<file path="src/rtl/fetch_pkg.sv">
// Shared types for the instruction fetch stage.
//   fetch_state_t   : request FSM states (IDLE, WAIT_RSP, DROP)
//   fetch_entry_t   : one queued {pc, instr} pair handed to decode
//   DEFAULT_ADDR_W  : PC / memory address width the entry struct is built for
//   DEFAULT_INSTR_W : instruction width the entry struct is built for
package fetch_pkg;

    localparam int DEFAULT_ADDR_W  = 32;
    localparam int DEFAULT_INSTR_W = 32;

    typedef enum logic [1:0] {
        IDLE     = 2'd0,
        WAIT_RSP = 2'd1,
        DROP     = 2'd2
    } fetch_state_t;

    typedef struct packed {
        logic [DEFAULT_ADDR_W-1:0]  pc;
        logic [DEFAULT_INSTR_W-1:0] instr;
    } fetch_entry_t;

endpackage

</file>
<file path="src/rtl/fetch_queue.sv">
// Small synchronous FIFO of fetch_entry_t between memory response and decode.
//   clk, rst   : clock, asynchronous active-high reset
//   push/wdata : write one entry (ignored when full unless popping the same cycle)
//   pop        : remove the head entry (ignored when empty)
//   flush      : empty the queue at the next edge; wins over push and pop
//   head       : current head entry, all-zero when empty
//   count      : number of valid entries (0..DEPTH)
//   full/empty : occupancy flags
module fetch_queue
    import fetch_pkg::*;
#(
    parameter int DEPTH = 2
) (
    input  logic                       clk,
    input  logic                       rst,
    input  logic                       push,
    input  fetch_entry_t               wdata,
    input  logic                       pop,
    input  logic                       flush,
    output fetch_entry_t               head,
    output logic [$clog2(DEPTH):0]     count,
    output logic                       full,
    output logic                       empty
);

    localparam int PW = $clog2(DEPTH);
    localparam int CW = PW + 1;

    fetch_entry_t    mem [DEPTH];
    logic [PW-1:0]   wr_ptr;
    logic [PW-1:0]   rd_ptr;
    logic            do_push;
    logic            do_pop;

    assign full    = (count == CW'(DEPTH));
    assign empty   = (count == '0);
    // A pop frees the slot the simultaneous push fills, so push-when-full is legal then.
    assign do_push = push && (!full || pop);
    assign do_pop  = pop && !empty;

    // NOTE: sequential state uses non-blocking assignments so every flop samples
    // pre-edge values, regardless of block ordering in simulation.
    always_ff @(posedge clk or posedge rst) begin
        if (rst) begin
            wr_ptr <= '0;
            rd_ptr <= '0;
            count  <= '0;
        end else if (flush) begin
            wr_ptr <= '0;
            rd_ptr <= '0;
            count  <= '0;
        end else begin
            if (do_push) wr_ptr <= wr_ptr + PW'(1);
            if (do_pop)  rd_ptr <= rd_ptr + PW'(1);
            case ({do_push, do_pop})
                2'b10:   count <= count + CW'(1);
                2'b01:   count <= count - CW'(1);
                default: count <= count;
            endcase
        end
    end

    // NOTE: storage has no reset; validity is tracked solely by count/pointers,
    // which keeps the array as plain RAM/flops without a reset tree.
    always_ff @(posedge clk) begin
        if (do_push && !flush) mem[wr_ptr] <= wdata;
    end

    assign head = empty ? '0 : mem[rd_ptr];

endmodule

</file>
<file path="src/rtl/instr_fetch_unit.sv">
// Fetch stage: issues instruction-memory reads at the current PC, buffers the
// returned {pc, instr} pairs and presents them to decode.
//   clk, rst                     : clock, asynchronous active-high reset
//   pc_in, redirect              : current PC and non-sequential PC load strobe
//   pc_advance                   : tells the PC to step by 4 at the next edge
//   imem_req_valid/ready/addr    : read request channel (one outstanding max)
//   imem_rsp_valid/data          : single-cycle read response, never stalled
//   dec_valid/ready/instr/pc     : queue head towards decode
//   fault, fault_pc              : sticky misaligned-fetch flag and offending PC
module instr_fetch_unit
    import fetch_pkg::*;
#(
    parameter int QDEPTH  = 2,
    parameter int ADDR_W  = DEFAULT_ADDR_W,
    parameter int INSTR_W = DEFAULT_INSTR_W
) (
    input  logic               clk,
    input  logic               rst,
    input  logic [ADDR_W-1:0]  pc_in,
    input  logic               redirect,
    output logic               pc_advance,
    output logic               imem_req_valid,
    input  logic               imem_req_ready,
    output logic [ADDR_W-1:0]  imem_req_addr,
    input  logic               imem_rsp_valid,
    input  logic [INSTR_W-1:0] imem_rsp_data,
    output logic               dec_valid,
    input  logic               dec_ready,
    output logic [INSTR_W-1:0] dec_instr,
    output logic [ADDR_W-1:0]  dec_pc,
    output logic               fault,
    output logic [ADDR_W-1:0]  fault_pc
);

    localparam int CW = $clog2(QDEPTH) + 1;

    // The queue entry struct is sized by the package, so widths must agree.
    if (ADDR_W != DEFAULT_ADDR_W || INSTR_W != DEFAULT_INSTR_W) begin : g_width_check
        $error("instr_fetch_unit: ADDR_W/INSTR_W must match fetch_pkg defaults");
    end
    if (QDEPTH < 2 || (QDEPTH & (QDEPTH - 1)) != 0) begin : g_depth_check
        $error("instr_fetch_unit: QDEPTH must be a power of 2 and >= 2");
    end

    fetch_state_t        state;
    logic [ADDR_W-1:0]   req_pc;

    fetch_entry_t        q_wdata;
    fetch_entry_t        q_head;
    logic [CW-1:0]       q_count;
    logic                q_full;
    logic                q_empty;
    logic                q_push;
    logic                q_pop;

    logic                inflight;
    logic                slot_free;
    logic                aligned;
    logic                req_accept;

    // Credit rule: queued entries plus the outstanding read never exceed QDEPTH.
    assign inflight  = (state != IDLE);
    assign slot_free = (q_count + CW'(inflight)) < CW'(QDEPTH);
    assign aligned   = (pc_in[1:0] == 2'b00);

    // Gated by rst so nothing is requested (and all outputs read 0) while held in reset.
    assign imem_req_valid = !rst && (state == IDLE) && !redirect && !fault
                            && aligned && slot_free;
    assign imem_req_addr  = pc_in;
    assign req_accept     = imem_req_valid && imem_req_ready;
    assign pc_advance     = req_accept;

    // A response coinciding with a redirect belongs to the old path and is dropped.
    assign q_push  = (state == WAIT_RSP) && imem_rsp_valid && !redirect;
    assign q_pop   = dec_ready && !q_empty;
    assign q_wdata = '{pc: req_pc, instr: imem_rsp_data};

    always_ff @(posedge clk or posedge rst) begin
        if (rst) begin
            state    <= IDLE;
            req_pc   <= '0;
            fault    <= 1'b0;
            fault_pc <= '0;
        end else begin
            case (state)
                IDLE: begin
                    if (req_accept) begin
                        req_pc <= pc_in;
                        state  <= WAIT_RSP;
                    end
                    // Only the first misaligned PC is recorded; the flag is sticky.
                    if (!redirect && !aligned && !fault) begin
                        fault    <= 1'b1;
                        fault_pc <= pc_in;
                    end
                end
                WAIT_RSP: begin
                    if (imem_rsp_valid)  state <= IDLE;
                    else if (redirect)   state <= DROP;
                end
                DROP: begin
                    // Swallow the stale response of the request issued before the redirect.
                    if (imem_rsp_valid) state <= IDLE;
                end
                default: state <= IDLE;
            endcase
        end
    end

    fetch_queue #(
        .DEPTH (QDEPTH)
    ) u_queue (
        .clk   (clk),
        .rst   (rst),
        .push  (q_push),
        .wdata (q_wdata),
        .pop   (q_pop),
        .flush (redirect),
        .head  (q_head),
        .count (q_count),
        .full  (q_full),
        .empty (q_empty)
    );

    assign dec_valid = !q_empty;
    assign dec_instr = q_head.instr;
    assign dec_pc    = q_head.pc;

    a_no_overflow: assert property (@(posedge clk) disable iff (rst)
        !(q_push && q_full && !q_pop));

    a_no_rsp_in_idle: assert property (@(posedge clk) disable iff (rst)
        !(imem_rsp_valid && state == IDLE));

endmodule

</file>
<file path="config.mk">
export PLATFORM = sky130hd
export DESIGN_NAME = instr_fetch_unit
export DESIGN_NICKNAME = d
export VERILOG_FILES = /design/src/rtl/fetch_pkg.sv /design/src/rtl/fetch_queue.sv /design/src/rtl/instr_fetch_unit.sv
export SDC_FILE = /design/constraint.sdc
export NUM_CORES = 1
export LEC_CHECK = 0
export ABC_CLOCK_PERIOD_IN_PS = 5800
export BUFFER_PORTS_ARGS = -buffer_cell sky130_fd_sc_hd__clkbuf_2
export CAP_MARGIN = 30
export CORE_ASPECT_RATIO = 0.7
export CORE_UTILIZATION = 50
export CTS_BUF_LIST = sky130_fd_sc_hd__clkbuf_8
export CTS_CLUSTER_SIZE = 40
export DETAILED_ROUTE_END_ITERATION = 10
export GPL_TIMING_DRIVEN = 0
export PLACE_DENSITY = 0.88
export RECOVER_POWER = 50
export REMOVE_ABC_BUFFERS = 1
export SLEW_MARGIN = 30
export SYNTH_ARGS = -nofsm -noshare
export SYNTH_HDL_FRONTEND = slang
export SYNTH_HIERARCHICAL = 1
export SYNTH_SLANG_ARGS = --single-unit
</file>
<file path="constraint.sdc">
create_clock -name clk -period 5.8 [get_ports clk]
set_input_delay 0.58 -clock clk [delete_from_list [all_inputs] [get_ports clk]]
set_output_delay 0.58 -clock clk [all_outputs]
set_load 0.02 [all_outputs]
</file>
==> results of run 1 <==
per-layer routing:
metal | vias up | track usage, % | wire length (um)
met5 | - | 0 | 0
met4 | 0 | 6.061 | 167
met3 | 14 | 5.918 | 872
met2 | 152 | 33.16 | 7538
met1 | 2193 | 23.50 | 6534
li1 | 2083 | - | -
cell usage in the layout, fill, tap and decap left out, drive strengths merged:
cell / instances
dfrtp: 71
nor2b: 3
and3: 1
nand2: 3
mux2: 64
o21ai: 3
clkbuf: 219
edfxtp: 128
nand3: 1
o21a: 2
nor3: 2
nor2: 70
clkinv: 5
or2: 1
mux2i: 65
a21oi: 3
nand2b: 2
and2: 3
inv: 7
bufinv: 6
clkinvlp: 1
nor4: 2
xor2: 2
nor3b: 1
buf: 20
critical path: stages (launching register included):
cell and delay (ns):
dfrtp_1 0.42, nor4_1 0.50, nand3_1 0.92, clkinv_2 0.69, clkbuf_2 0.26
report_power, final:
part | switching [mW] | total (mW) | internal (mW)
Clock | 0.482 | 1.04 | 0.561
Combinational | 0.292 | 0.484 | 0.192
Sequential | 0.0905 | 1.77 | 1.68
worst max path at each step:
stage	depth (start not counted)	from	slack (ns)	endpoint
floorplan	4	u_queue/count[1]$_DFFE_PP0P_	-1.13	u_queue/mem[1][0]$_DFFE_PP_
global placement	4	u_queue/count[1]$_DFFE_PP0P_	-4.03	u_queue/mem[1][2]$_DFFE_PP_
detailed placement	11	redirect	2.36	u_queue/mem[1][2]$_DFFE_PP_
CTS	10	u_queue/count[1]$_DFFE_PP0P_	2.49	u_queue/mem[1][24]$_DFFE_PP_
global route	4	state[0]$_DFFE_PP0P_	1.76	pc_advance
finish	4	state[1]$_DFFE_PP0P_	1.95	pc_advance
state kept, by name, indices dropped and copies added, names as in the netlist:
signal / cells
fault: 1
fault_pc: 32
req_pc: 32
state: 2
u_queue/count: 2
u_queue/mem: 128
u_queue/rd_ptr: 1
u_queue/wr_ptr: 1
cell type report:
| type | count | area, um2 | area share, % |
|---|---|---|---|
| sequential | 199 | 5624 | 60.02 |
| multi-input combinational | 228 | 1898 | 20.26 |
| timing repair buffer | 222 | 1100 | 11.74 |
| tap | 200 | 250.2 | 2.671 |
| clock inverter | 15 | 246.5 | 2.631 |
| clock buffer | 17 | 234.0 | 2.497 |
| inverter | 4 | 17.52 | 0.1869 |
metrics by stage:
stage          setup WS (ns)  utilization (%)
6_report               1.954            60.27
5_1_grt                1.757            60.27
4_1_cts                2.493            61.33
3_5_place_dp           2.357            58.24
3_3_place_gp          -4.032            56.60
2_1_floorplan         -1.129                -
==> reports/qor.csv, run 1 <==
metric;value;unit
synth_warnings;6;
setup-tns-final;0;ns
antenna_found_initial;0;
path_clk_slew;0.09;ns
cts_tree;yes;
gr-total-overflow;0;
fp.dieW;153.0;um
core_area;15550;um2
r2r_cells;10;
min_path_type;input pin to async pin;
regToRegSetupSlack;2.52;ns
maxSlewHeadroom;-23.44;%
post-cts-setup-buffers;0;
die-area;16480;um2
stdcell_count;885;
critPathMaxFanout;19;
firstDrtPassIters;4;
crit_path_start_kind;register;
grt_first_pass_wirelength;23.92;mm
grt_max_degree;37;
nets;742;
cellLeakagePower;3.649;nW
setup_viol;0;
holdWs;0.04941;ns
final_area;9370;um2
postRouteAntennaNets;0;
hold_buffers;0;
syn_area;7979;um2
worstSetupPathType;register to primary output;
slew_viol_final;70;
tightest_slew;1.852;ns
drt_iter0_drc;238;
antenna_cells;0;
wire_per_inst;17.08;um
fillCellCount;1221;
vias_per_cell;5.019;
cellPowerDensity;352.0;nW/um2
cp.arrival;3.27;ns
dp_hpwl;10.89;mm
vdd.ir_drop.worst;0.0002833;V
wl;15.11;mm
cts_buffer_depth;2;
syn_to_final_growth;17.44;%
place.gp.congestion;0.7522;
hold_viol;0;
drc;0;
total_power;3.299;mW
status;finished with violations;
grt_pass1_vias;4572;
cp.required;5.22;ns
rr_startpoint;u_queue/count[1]$_DFFE_PP0P_;
cap_viol_max_count;2;
core.rowCount;38;
place_area;9055;um2
die_h;107.7;um
violations;max-capacitance violations, max-slew violations;
cts_sinks;199;
ios;202;
endpoint_kind;primary output;
fin_crit_sh;66.32;%
initial_core_util;51.32;%
rsz0062_at_grt;no;
grtUsageTotal;19.31;%
dpl.cell_count;853;
clk-insertion-delay-late;0.46;ns
routed-via-count;4442;
synth_cells;483;
numCtsBuffers;17;
post-route-min-period;3.846;ns
drive_gt1_share;33.28;%
r2r-end;u_queue/mem[1][0]$_DFFE_PP_;
ctsResizeCount;0;
port_buffers;201;
skew;0.01679;ns
root_buffer;clkbuf_8;
cts_max_level;4;
max_freq;260.0;MHz
syn_area_per_cell;16.52;um2
Power figures use the tool's default switching activity.
==> inputs of run 2 (changes only) <==
Settings changed: ABC_CLOCK_PERIOD_IN_PS 5800 to 3300.
Clock period 5.8 ns to 3.3 ns, I/O delays scaled along.
==> reports/qor.csv, run 2 (synthesized netlist as in run 1, its figures left out) <==
metric;value;unit;change
pwr-share-seq;53.7;%;about the same
routed-via-count;4428;;-0.32%
die_h;107.7;um;unchanged
drt_iter0_drc;235;;-1.3%
switchingPower;1.523;mW;+76%
cts_tree;yes;;
max_freq;336.8;MHz;
r2r_cells;10;;unchanged
core_area;15550;um2;unchanged
nets;743;;+0.13%
cp.required;3.47;ns;-1.75 ns
cap_viol_max_count;1;;-1
largest_register;u_queue/mem;;
power.internal;4.278;mW;+76%
holdWs;0.04059;ns;-0.008823 ns
drc;0;;unchanged
fin_crit_sh;89.98;%;
grt_pass1_vias;4579;;+0.15%
tightest_slew;1.578;ns;-0.2738 ns
finish.utilization;60.61;%;+0.34 points
postRouteAntennaNets;0;;unchanged
grt_max_degree;37;;unchanged
cts_sinks;199;;unchanged
cp-endpoint;u_queue/mem[1][0]$_DFFE_PP_;;
r2r-end;u_queue/mem[1][0]$_DFFE_PP_;;
wl;15.15;mm;+0.24%
maxSlewHeadroom;-5.762;%;+18 points
clkPwrFrac;31.6;%;about the same
root_buffer;clkbuf_8;;
dp_hpwl;10.89;mm;unchanged
wire_per_inst;17.10;um;+0.13%
switching_share;26.26;%;+0.053 points
rsz0062_at_grt;no;;
final_area;9423;um2;+0.56%
regArea;5625;um2;about the same
critPathMaxFanout;10;;-9
drive_gt1_share;33.67;%;+0.39 points
syn_to_final_growth;18.10;%;
initial_core_util;51.32;%;unchanged
status;finished with violations;;
regToRegSetupSlack;0.33;ns;-2.19 ns
whs_path_depth;2;;
cp.arrival;3.14;ns;-0.13 ns
slew_viol_final;35;;-50%
worstSetupPathType;register to register;;
path_clk_slew;0.09;ns;about the same
clk-insertion-delay-late;0.46;ns;about the same
multi_input_area;1941;um2;+2.2%
fillCellCount;1216;;-0.41%
violations;max-capacitance violations, max-slew violations;;
startpoint;u_queue/count[0]$_DFFE_PP0P_;;
skew;0.01673;ns;-0.00005560 ns
port_buffers;201;;unchanged
gr-total-overflow;0;;unchanged
reg.largest.list;u_queue/mem x128, fault_pc x32, req_pc x32;;
cellPowerDensity;615.7;nW/um2;+75%
firstDrtPassIters;4;;unchanged
vias_per_cell;4.998;;-0.43%
hold_viol;0;;unchanged
antenna_found_initial;0;;unchanged
final_cell_mix;edfxtp_1, clkbuf_2, clkbuf_1;;
post-route-min-period;2.969;ns;
numCtsBuffers;17;;unchanged
fp.dieW;153.0;um;unchanged
crit_path_start_kind;register;;
final_common_cell;edfxtp_1;;
grtUsageTotal;19.34;%;+0.027 points
grt_first_pass_wirelength;23.96;mm;+0.14%
cellLeakagePower;3.659;nW;+0.27%
p_comb_share;14.7;%;about the same
ios;202;;unchanged
die-area;16480;um2;unchanged
total_power;5.802;mW;+76%
rr_startpoint;u_queue/count[0]$_DFFE_PP0P_;;
setup_viol;0;;unchanged
antenna_cells;0;;unchanged
place.gp.congestion;0.7522;;unchanged
vdd.ir_drop.worst;0.0004961;V;+75%
cts_buffer_depth;2;;unchanged
cts_max_level;4;;unchanged
place_area;9055;um2;unchanged
endpoint_kind;register;;
min_path_type;input pin to register;;
core.rowCount;38;;unchanged
largest_reg_flops;128;;unchanged
==> run 2: what timing repair did <==
action	in CTS	in global routing
hold endpoints to repair	37	0
gates resized for setup	1	3
hold buffers	1	0
setup endpoints to repair	7	14
setup buffers	0	0
==> run 2: how the worst min path moves through the flow <==
stage	slack [ns]	endpoint	startpoint
6_report	0.04	state[1]$_DFFE_PP0P_	imem_rsp_valid
5_1_grt	0.02	state[1]$_DFFE_PP0P_	imem_rsp_valid
4_1_cts	0.004	state[1]$_DFFE_PP0P_	imem_rsp_valid
3_5_place_dp	0.28	u_queue/count[0]$_DFFE_PP0P_	rst
3_3_place_gp	0.23	u_queue/count[0]$_DFFE_PP0P_	rst
2_1_floorplan	0.1	u_queue/count[0]$_DFFE_PP0P_	rst
==> run 2: layout make-up <==
type | count | share of cell area, %
Sequential cell | 199 | 59.70
Multi-Input combinational cell | 228 | 20.59
Timing Repair Buffer | 223 | 11.76
Tap cell | 200 | 2.656
Clock inverter | 15 | 2.616
Clock buffer | 17 | 2.483
Inverter | 4 | 0.1859
==> run 2: critical path, cell delays in order (launching register included) <==
cell,delay (ns)
dfrtp_1,0.49
nor2_4,0.14
nor2b_2,0.25
o21ai_2,0.17
nor3b_4,0.37
buf_4,0.23
buf_4,0.19
buf_4,0.21
buf_4,0.22
buf_4,0.22
buf_4,0.19
==> run 2: metrics by stage <==
step | instances | setup TNS (ns) | setup slack [ns]
2_1_floorplan | 431 | -442.60 | -3.629
3_3_place_gp | 832 | -890.41 | -6.532
3_5_place_dp | 853 | 0 | 0.02289
4_1_cts | 886 | 0 | 0.06306
5_1_grt | 886 | 0 | 0.1116
6_report | 886 | 0 | 0.3308
==> run 2: layer usage <==
layer  wire, um  up-vias  share of wire (%)  GRT usage [%]
met5          0        -                  0              0
met4        167        0                1.1          5.988
met3        876       14                5.8          5.918
met2       7598      156                 50          33.26
met1       6508     2177                 43          23.53
li1           -     2081                  -              -
==> run 2: power by group through the flow <==
| stage | logic [mW] | registers [mW] | clock network [mW] |
|---|---|---|---|
| 6_report | 0.853 | 3.12 | 1.83 |
| 5_1_grt | 0.914 | 3.15 | 1.96 |
| 4_1_cts | 0.933 | 3.12 | 1.87 |
| 3_5_place_dp | 0.931 | 3.17 | 0 |
| 3_3_place_gp | 0.886 | 3.14 | 0 |
| 2_1_floorplan | 0.290 | 3.39 | 0 |
==> inputs of run 3 (changes only) <==
Settings changed: CORE_UTILIZATION 50 to 34, PLACE_DENSITY 0.88 to 0.66.
==> reports/qor.csv, run 3 (synthesized netlist as in run 1, its figures left out) <==
metric;value;unit;change
vias_per_cell;4.426;;-11%
cpMostUsedCell;buf_4;;
reg.largest.list;u_queue/mem x128, fault_pc x32, req_pc x32;;
drt_iter0_drc;199;;-15%
post-route-min-period;2.917;ns;-0.05253 ns
crit_path_start_kind;register;;
fp.dieW;185.1;um;+21%
cts_max_level;4;;unchanged
wl;15.16;mm;about the same
syn_to_final_growth;20.29;%;
rsz0062_at_grt;no;;
setup_ws;0.3833;ns;+0.05253 ns
slew_viol_final;0;;-100%
path_clk_slew;0.09;ns;about the same
ios;202;;unchanged
critPathSlowestCell;nor3b_2;;
antenna_found_initial;0;;unchanged
multi_input_area;1926;um2;-0.77%
crit_chain;nor2_4, nor2b_1, o21ai_2, nor3b_2, buf_4, buf_4, buf_4, buf_4;;
place_area;9270;um2;+2.4%
fin_crit_sh;88.38;%;-1.6 points
fillCellCount;2172;;+79%
final_cell_mix;edfxtp_1, clkbuf_2, clkbuf_1;;
cellPowerDensity;571.2;nW/um2;-7.2%
cts_sinks;199;;unchanged
regArea;5624;um2;about the same
tightest_slew;1.187;ns;-0.3904 ns
firstDrtPassIters;4;;unchanged
grt_max_degree;45;;+22%
vdd.ir_drop.worst;0.0004711;V;-5.0%
hold_buffers;4;;+3
routed-via-count;4453;;+0.56%
crit_path_max_incr_delay;0.59;ns;+0.10 ns
status;completed;;
antenna_cells;0;;unchanged
numCtsBuffers;17;;unchanged
nets;752;;+1.2%
pre_cts_ws;0.3739;ns;+0.3510 ns
largest_reg_flops;128;;unchanged
skew;0.01633;ns;-0.0003967 ns
drc;0;;unchanged
hold_viol;0;;unchanged
initial_core_util;34.92;%;-16 points
core_area;22850;um2;+47%
largest_register;u_queue/mem;;
post-cts-setup-buffers;0;;unchanged
max_freq;342.9;MHz;+1.8%
min_path_type;input pin to register;;
root_buffer;clkbuf_8;;
grt_pass1_vias;4328;;-5.5%
cts_buffer_depth;2;;unchanged
clk-insertion-delay-late;0.47;ns;about the same
maxSlewHeadroom;20.84;%;+27 points
cp.arrival;3.09;ns;-0.05 ns
port_buffers;201;;unchanged
drive_gt1_share;35.30;%;+1.6 points
wire_per_inst;15.07;um;-12%
cellLeakagePower;3.712;nW;+1.5%
core.rowCount;46;;+21%
cap_viol_max_count;0;;-1
final_area;9598;um2;+1.9%
endpoint_kind;register;;
critPathMaxFanout;9;;-1
cts_tree;yes;;
place.gp.congestion;0.6825;;-9.3%
die-area;24090;um2;+46%
worstSetupPathType;register to register;;
gr-total-overflow;0;;unchanged
final_common_cell;edfxtp_1;;
setup_viol;0;;unchanged
grtUsageTotal;12.91;%;-6.4 points
die_h;130.2;um;+21%
dp_hpwl;10.86;mm;-0.22%
grt_first_pass_wirelength;23.12;mm;-3.5%
cp.required;3.47;ns;about the same
postRouteAntennaNets;0;;unchanged
ctsResizeCount;0;;-1
==> run 3: cell type report <==
class                      instances  share of cell area, %
inverter                           4                 0.1825
multi-input combinational        228                  20.06
clock buffer                      20                  2.868
tap                              312                  4.067
timing repair buffer             232                  13.06
sequential                       199                  58.60
clock inverter                    11                  1.160
==> run 3: through the flow <==
stage          util (%)  instances  total power [mW]  setup TNS (ns)  hold slack [ns]
6_report          42.01       1006             5.482               0          0.05331
5_1_grt           42.01       1006             5.756               0        0.0002110
3_3_place_gp      39.13        944             4.035        -1049.35           0.2455
4_1_cts           42.44       1003             5.628               0        0.0004836
2_1_floorplan         -        431             3.682         -442.60          0.09608
3_5_place_dp      40.57        968             4.075               0           0.2855
==> run 3: worst paths after layout <==
check / cells after the start / slack [ns] / to / startpoint
worst max-delay path: 8 / 0.38 / u_queue/mem[1][26]$_DFFE_PP_ / u_queue/count[1]$_DFFE_PP0P_
worst min-delay path: 1 / 0.05 / u_queue/mem[1][27]$_DFFE_PP_ / imem_rsp_data[27]
worst max register to register: 8 / 0.38 / u_queue/mem[1][26]$_DFFE_PP_ / u_queue/count[1]$_DFFE_PP0P_
worst min register to register: 0 / 0.47 / u_queue/mem[0][42]$_DFFE_PP_ / req_pc[10]$_DFFE_PP0P_
max in group asynchronous: 4 / 0.93 / req_pc[24]$_DFFE_PP0P_ / rst
min in group asynchronous: 3 / 0.35 / u_queue/rd_ptr$_DFFE_PP0P_ / rst
==> run 3: metal layers <==
metal / part of all wire [%] / track usage, %
met5: 0 / 0
met4: 0.86 / 4.084
met3: 7.7 / 5.526
met2: 45 / 20.23
met1: 46 / 16.16
==> run 3: report_power, final <==
part / switching (mW) / leakage [nW] / total (mW) / internal (mW)
logic: 0.497 / 1.44 / 0.843 / 0.346
clock network: 0.813 / 0.208 / 1.53 / 0.720
registers: 0.150 / 2.06 / 3.11 / 2.96
total: 1.46 / 3.71 / 5.48 / 4.02
==> run 3: worst max-delay path: cells and delay by family (launching register included) <==
family | cells | cell delay (ns)
AOI/OAI and AO/OA | 1 | 0.16
buffers and inverters | 4 | 0.88
DFF | 1 | 0.54
and+or+nand+nor | 3 | 1.03
